**src/rtl/cmd_mem_responder.sv**
```systemverilog
// cmd_mem_responder: block-RAM command responder that emulates an SDRAM controller's
// init delay, cmdReady back-pressure and fixed-latency in-order read returns.
module cmd_mem_responder #(
   parameter int AddrWidth   = 8,
   parameter int DataWidth   = 8,
   parameter int InitCycles  = 16,
   parameter int ReadLatency = 3,
   parameter int StallEvery  = 0,
   parameter int StallCycles = 2
) (
   input  logic                 clk,
   input  logic                 rst,
   output logic                 cmdReady,
   input  logic                 cmdTrigger,
   input  logic [AddrWidth-1:0] cmdAddr,
   input  logic                 cmdWrite,
   input  logic [DataWidth-1:0] cmdWriteData,
   output logic [DataWidth-1:0] cmdReadData,
   output logic                 cmdReadDataValid
);
   localparam int CW = $clog2((InitCycles > StallCycles ? InitCycles : StallCycles) + 1);
   localparam int AW = StallEvery > 0 ? $clog2(StallEvery + 1) : 1;
   typedef enum logic [1:0] {INIT, READY, STALL} state_t;
   state_t state, state_d;
   logic [CW-1:0] cnt, cnt_d;
   logic [AW-1:0] acc, acc_d;
   logic [DataWidth-1:0] mem [2**AddrWidth] = '{default: '0};
   logic [ReadLatency-1:0] vld;
   logic [DataWidth-1:0] dat [ReadLatency];
   logic accept;
   assign accept = cmdReady & cmdTrigger;
   assign cmdReadDataValid = vld[ReadLatency-1];
   assign cmdReadData = dat[ReadLatency-1];
   always_comb begin
      state_d = state;
      cnt_d = cnt;
      acc_d = acc;
      case (state)
         INIT, STALL: begin
            state_d = cnt == '0 ? READY : state;
            cnt_d = cnt == '0 ? cnt : cnt - 1'b1;
         end
         READY:
            if (StallEvery > 0 && accept) begin
               state_d = acc == AW'(StallEvery - 1) ? STALL : READY;
               cnt_d = CW'(StallCycles - 1);
               acc_d = acc == AW'(StallEvery - 1) ? '0 : acc + 1'b1;
            end
         default: state_d = INIT;
      endcase
   end
   always_ff @(posedge clk) begin
      if (rst) begin
         state <= INIT;
         cnt <= CW'(InitCycles - 1);
         acc <= '0;
         cmdReady <= 1'b0;
         vld <= '0;
         for (int i = 0; i < ReadLatency; i++) dat[i] <= '0;
      end else begin
         state <= state_d;
         cnt <= cnt_d;
         acc <= acc_d;
         cmdReady <= state_d == READY;
         vld[0] <= accept & ~cmdWrite;
         if (accept && !cmdWrite) dat[0] <= mem[cmdAddr];
         // data stages only move with a valid word so the output holds between returns
         for (int i = 1; i < ReadLatency; i++) begin
            vld[i] <= vld[i-1];
            if (vld[i-1]) dat[i] <= dat[i-1];
         end
      end
   end
   always_ff @(posedge clk)
      if (!rst && accept && cmdWrite) mem[cmdAddr] <= cmdWriteData;
endmodule

```
**config.mk**
```make
export PLATFORM = sky130hd
export DESIGN_NAME = cmd_mem_responder
export DESIGN_NICKNAME = d
export VERILOG_FILES = /design/src/rtl/cmd_mem_responder.sv
export SDC_FILE = /design/constraint.sdc
export NUM_CORES = 2
export LEC_CHECK = 0
export BUFFER_PORTS_ARGS = -buffer_cell sky130_fd_sc_hd__clkbuf_2
export CAP_MARGIN = 25
export CORE_ASPECT_RATIO = 2
export CORE_MARGIN = 2
export CORE_UTILIZATION = 57
export CTS_BUF_LIST = sky130_fd_sc_hd__clkbuf_16
export CTS_CLUSTER_DIAMETER = 30
export DETAILED_ROUTE_END_ITERATION = 8
export PLACE_DENSITY = 0.76
export SYNTH_ARGS = -nofsm -noshare
export SYNTH_HDL_FRONTEND = slang
export SYNTH_SLANG_ARGS = --single-unit
```
**constraint.sdc**
```tcl
create_clock -name clk -period 2.65 [get_ports clk]
set_clock_uncertainty 0.1 [all_clocks]
set_input_delay 0 -clock clk [delete_from_list [all_inputs] [get_ports clk]]
set_output_delay 0 -clock clk [all_outputs]
set_load 0.01 [all_outputs]
```
-- Yosys cells after proc, flatten, opt, wreduce, memory -nomap -nowiden
Memory sizes are Yosys's and may differ from the RTL's.
Index checks and enable logic that the tools add are counted.
- output and inout port bits: 10
- register bits after elaboration: 11
- input bits: 20
- logic and storage cells: 44
- memories: 2
- RAM bits: 2072
- reductions and logical operators: 9
- bitwise logic cells: 7
- add/subtract/negate cells: 1
- multiplexer cells: 18
- eq/ne operators: 3
- memory list (memory ; depth ; width ; read ports ; clocked after Yosys merged registers in ; write ports ; line ; RTL):
    mem ; 256 ; 8 ; 1 ; 0 ; 1 ; 27 ; logic [DataWidth-1:0] mem [2**AddrWidth] = '{default: '0};
    dat ; 3 ; 8 ; 3 ; 0 ; 3 ; 29 ; logic [DataWidth-1:0] dat [ReadLatency];
- operators with widths (kind ; count):
    two-way mux 8 bit ; 3
    two-way mux 1 bit ; 13
    logical NOT 5 bit ; 1
    subtractor 5 x 1 -> 5 bit (second input constant) ; 1
    == test 2 x 1 -> 1 bit (second input constant) ; 2
    case mux 2 bit (2 select lines) ; 1
    logical AND 1 bit ; 3
    OR 1 bit ; 3
    bitwise AND 1 bit ; 2
    == test 2 bit (second input constant) ; 1
    logical NOT 1 bit ; 2
    logical NOT 2 bit ; 1
    two-way mux 2 bit ; 1
    inverter 1 bit ; 2
    AND reduction 2 bit ; 1
    OR reduction 2 bit ; 1

-- Longest topological paths before layout
- word-level depth: 6
- gate-level depth with buffers: 12
- mapped depth without buffers: 7

-- Least setup slack after synthesis
No wires, ideal clock.
- kind: input to register
- start point: in cmdAddr[0]
- end point: mem mem[112][0], enable pin
- data required time: 2.180 ns
- buffers on the path: 7
- stages: 10
- arrival time: 2.062 ns
- slack: 0.118 ns
- setup time: 0.370 ns
- cells stage by stage: buf_6 buf_4 buf_6 buf_4 buf_6 buf_2 nor3_1 nand2_1 buf_2 nor2_1
- RTL lines (item ; line ; RTL):
    start, declared ; 15 ; input logic [AddrWidth-1:0] cmdAddr,
    end, declared ; 27 ;
No word-level cell before the write port.

==> impl_results.md <==
- Final #Nets: 4702
- Slowest stage delay, CP: 0.58 ns
- Hold Crit Class: in2reg
- Drt wl/cell: 31.9 um
- Core box area: between 100000 and 150000 um^2
- Clock sink count: about 2100
- WP data required: 3.11 ns
- Clk buf depth: 4
- Fin util: 67.5%
- Post-synthesis cell area: 80900 um^2
- CP cell instances: mux4_2 > a22oi_1 > a21oi_2 > o41ai_4 > buf_4 > o31ai_2 > o2111a_1
- Critical path launch point type: flop
- Power per standard cell area: 705 nW/um^2
- Drt via density: 6.52
- Die area: 145000 um^2
- Post-route cell area: 95200 um^2
- Yosys warnings: 0
- R2r setup slk: -0.07 ns
- Critical path arrival: 3.18 ns
- HPWL Detailed: 140000 um
- Vias in the first global route: 45200
- Synthesized Nets: about 4000
- Row count: 195
- Delay-heaviest family, CP: compound AO/OA/AOI/OAI gates
- Crit path max-delay cell type: o41ai_4
- Fin cells: about 6700
- Number of synthesized flops with an enable pin: 2072
- Critical-path maximum fanout: 1
- Pin count of the biggest net entering global routing: 88
- Synth Register Bits: 2082
- Initial drt markers: 5335
- First-pass GRT wire length: 308000 um
- Most common cell after layout, fill and taps aside: edfxtp_1
- RSZ-0062 raised after global routing: yes
- Status: finished with violations
- PortBufs: 29
- Worst-margin pin slew: 0.801 ns
- DRC viols: 0
- Final hold vios: 0
- Total GRT Usage: 29.7%
- Share of cells above drive strength 1: roughly 31%
- Commonest cells after routing, fill and taps aside: edfxtp_1 (2072), buf_4 (573), mux4_2 (384), mux2i_1 (294), nor2_1 (245)
- Failing checks: negative setup slack
- Final period util: 102%
- Min Clock Period, post-route: approximately 2.7 ns
- Setup-failing EPs final: 6
- H-tree depth: 4
- Clock latency on the worst-skew pair: 0.83 ns
- Register area share after synthesis: between 70% and 80%
- Leak: around 31 nW
- Num ports: 30
- Slew Limit Headroom: 46.4%
- Global route hottest layer: met2
- Placed Instances: 6345
- Pins Over Slew Limit: 0
- Overflow after GRT: 0
- Final Worst Setup Slack: -0.0651 ns
- Fin Hold WS: a little over 0.1 ns
- CP Buf/Inv Count: 1
- Initial Utilization: a little under three fifths
- Area of the multi-input gates: around 18000 um^2
- Placer's final routability congestion estimate: 0.973
- TritonCTS buffer count: 190
- Max IR drop VDD: 0.000509 V
- Unique cell type count in the Yosys netlist: 60
- Die H: approximately 540 um
- Chip width: ~270 um
- Reg-to-Reg Start: mem[155][3]
- P&R area growth vs syn: 17.6%
- Fmax: between 300 and 400 MHz
- Clock transition at path regs: 0.07 ns
- Avg Inst Size Synth: roughly 20 um^2
- Worst hold start: cmdWriteData[3]
- Post-synth ARST share: 0%
- Hold path endpoint: mem[120][3]
- Top_reg_cell synth: edfxtp_1
- Sequential cell area: approximately 62000 um^2
- Met3 GRT Util: 4.45%
- Router iterations before antenna repair: 8
- Met1 usage: approximately a third
- Reg-to-Reg End: dat[0][3]
- Antenna Violating Nets Remaining: 0
- Met2 Track Usage GR: a little over half
- Fill count: 8569
- Mapped Cells: 4046
- Dpl cell area: 88200 um^2
- Max Cap Violations: 0
- Total power: 67.1 mW
- Min-Delay Path Depth: 2
- Worst Reg-to-Reg Cells: 7
- Antenna violations before repair: 6
- CP Class: reg2reg
- CTS tree: yes
- Routed via count: 43700
- Detailed Route WL: 214000 um
- Root buf cell: clkbuf_16
- Critical path endpoint category: flop
## worst reg2reg max path, cell delays in order, from the launching register on
cell	delay [ns]
edfxtp_1	0.40
mux4_2	0.49
a22oi_1	0.28
a21oi_2	0.12
o41ai_4	0.58
buf_4	0.20
o31ai_2	0.05
o2111a_1	0.25
## synthesized netlist by cell type (22+ instances only)
master | count | area share, %
a21oi_1 | 56 | 0.35
a211oi_1 | 22 | 0.20
nor2_1 | 302 | 1.4
mux2i_1 | 295 | 3.6
buf_4 | 34 | 0.32
mux4_2 | 384 | 11
nand2_1 | 113 | 0.52
and2_1 | 22 | 0.17
a22oi_1 | 104 | 0.96
o22ai_1 | 56 | 0.43
o21ai_0 | 58 | 0.36
clkbuf_1 | 96 | 0.45
nand4_1 | 31 | 0.24
buf_2 | 100 | 0.62
nand3_1 | 56 | 0.35
edfxtp_1 | 2072 | 77
## stage by stage
step,setup WS (ns),setup TNS (ns)
after floorplan,0.118,0
after global placement,-1.02,-77.12
after detailed placement,-1.08,-91.25
after CTS,-0.0855,-0.158
after global routing,-0.0698,-0.356
final,-0.0651,-0.241
## layer usage
metal | wire length, um | vias to the layer above
li1 | - | 17900
met1 | 65400 | 22500
met2 | 113000 | 2575
met3 | 16700 | 751
met4 | 18800 | 2
met5 | 14 | -
## flip-flops by register name, summed over array words and instances, names as in the netlist
register / cells
state: 2
vld: 3
dat: 24
mem: 2048
cnt: 5
## worst max-delay path by stage
stage,startpoint,to,slack [ns],cells past startpoint
final,mem[155][3],dat[0][3],-0.07,7
after CTS,mem[179][3],dat[0][3],-0.09,8
after floorplan,cmdAddr[0],mem[112][0],0.12,10
after global placement,cmdAddr[1],dat[0][2],-1.02,10
after global routing,mem[51][3],dat[0][3],-0.07,8
after detailed placement,cmdAddr[1],dat[0][2],-1.08,10
## cells by family after synthesis
family          after synthesis  synth area share [%]
mux                         689                  14.5
compound gates              380                  3.18
buf+inv                     265                  1.65
fa+ha+maj                     2                0.0309
xor+xnor                      4                0.0433
simple gates                624                  3.48
flops                      2082                  77.1
## timing repair
item	CTS	global route
endpoints found under the setup margin	404	243
hold buffers	16	0
resized for setup	106	58
pin swaps	8	6
setup buffers	0	0
endpoints found under the hold margin	1851	0
## area by class of cell
type	count	share of cell area, %
antenna	3	0.00789
clock buffer	196	5.15
clock inverter	143	1.35
inverter	10	0.0394
multi-input combinational	1699	18.8
sequential	2082	65.6
tap	1871	2.46
timing repair buffer	697	6.62
## power breakdown
| part | internal (mW) | total, mW | leakage (nW) | switching, mW |
|---|---|---|---|---|
| Sequential | 36.2 | 36.2 | 18.7 | 0.00801 |
| Clock | 15.1 | 27.2 | 3.12 | 12.1 |
| Combinational | 1.44 | 3.70 | 9.62 | 2.26 |
| Total | 52.7 | 67.1 | 31.5 | 14.4 |
No activity file was read; power rests on OpenSTA's default activity.
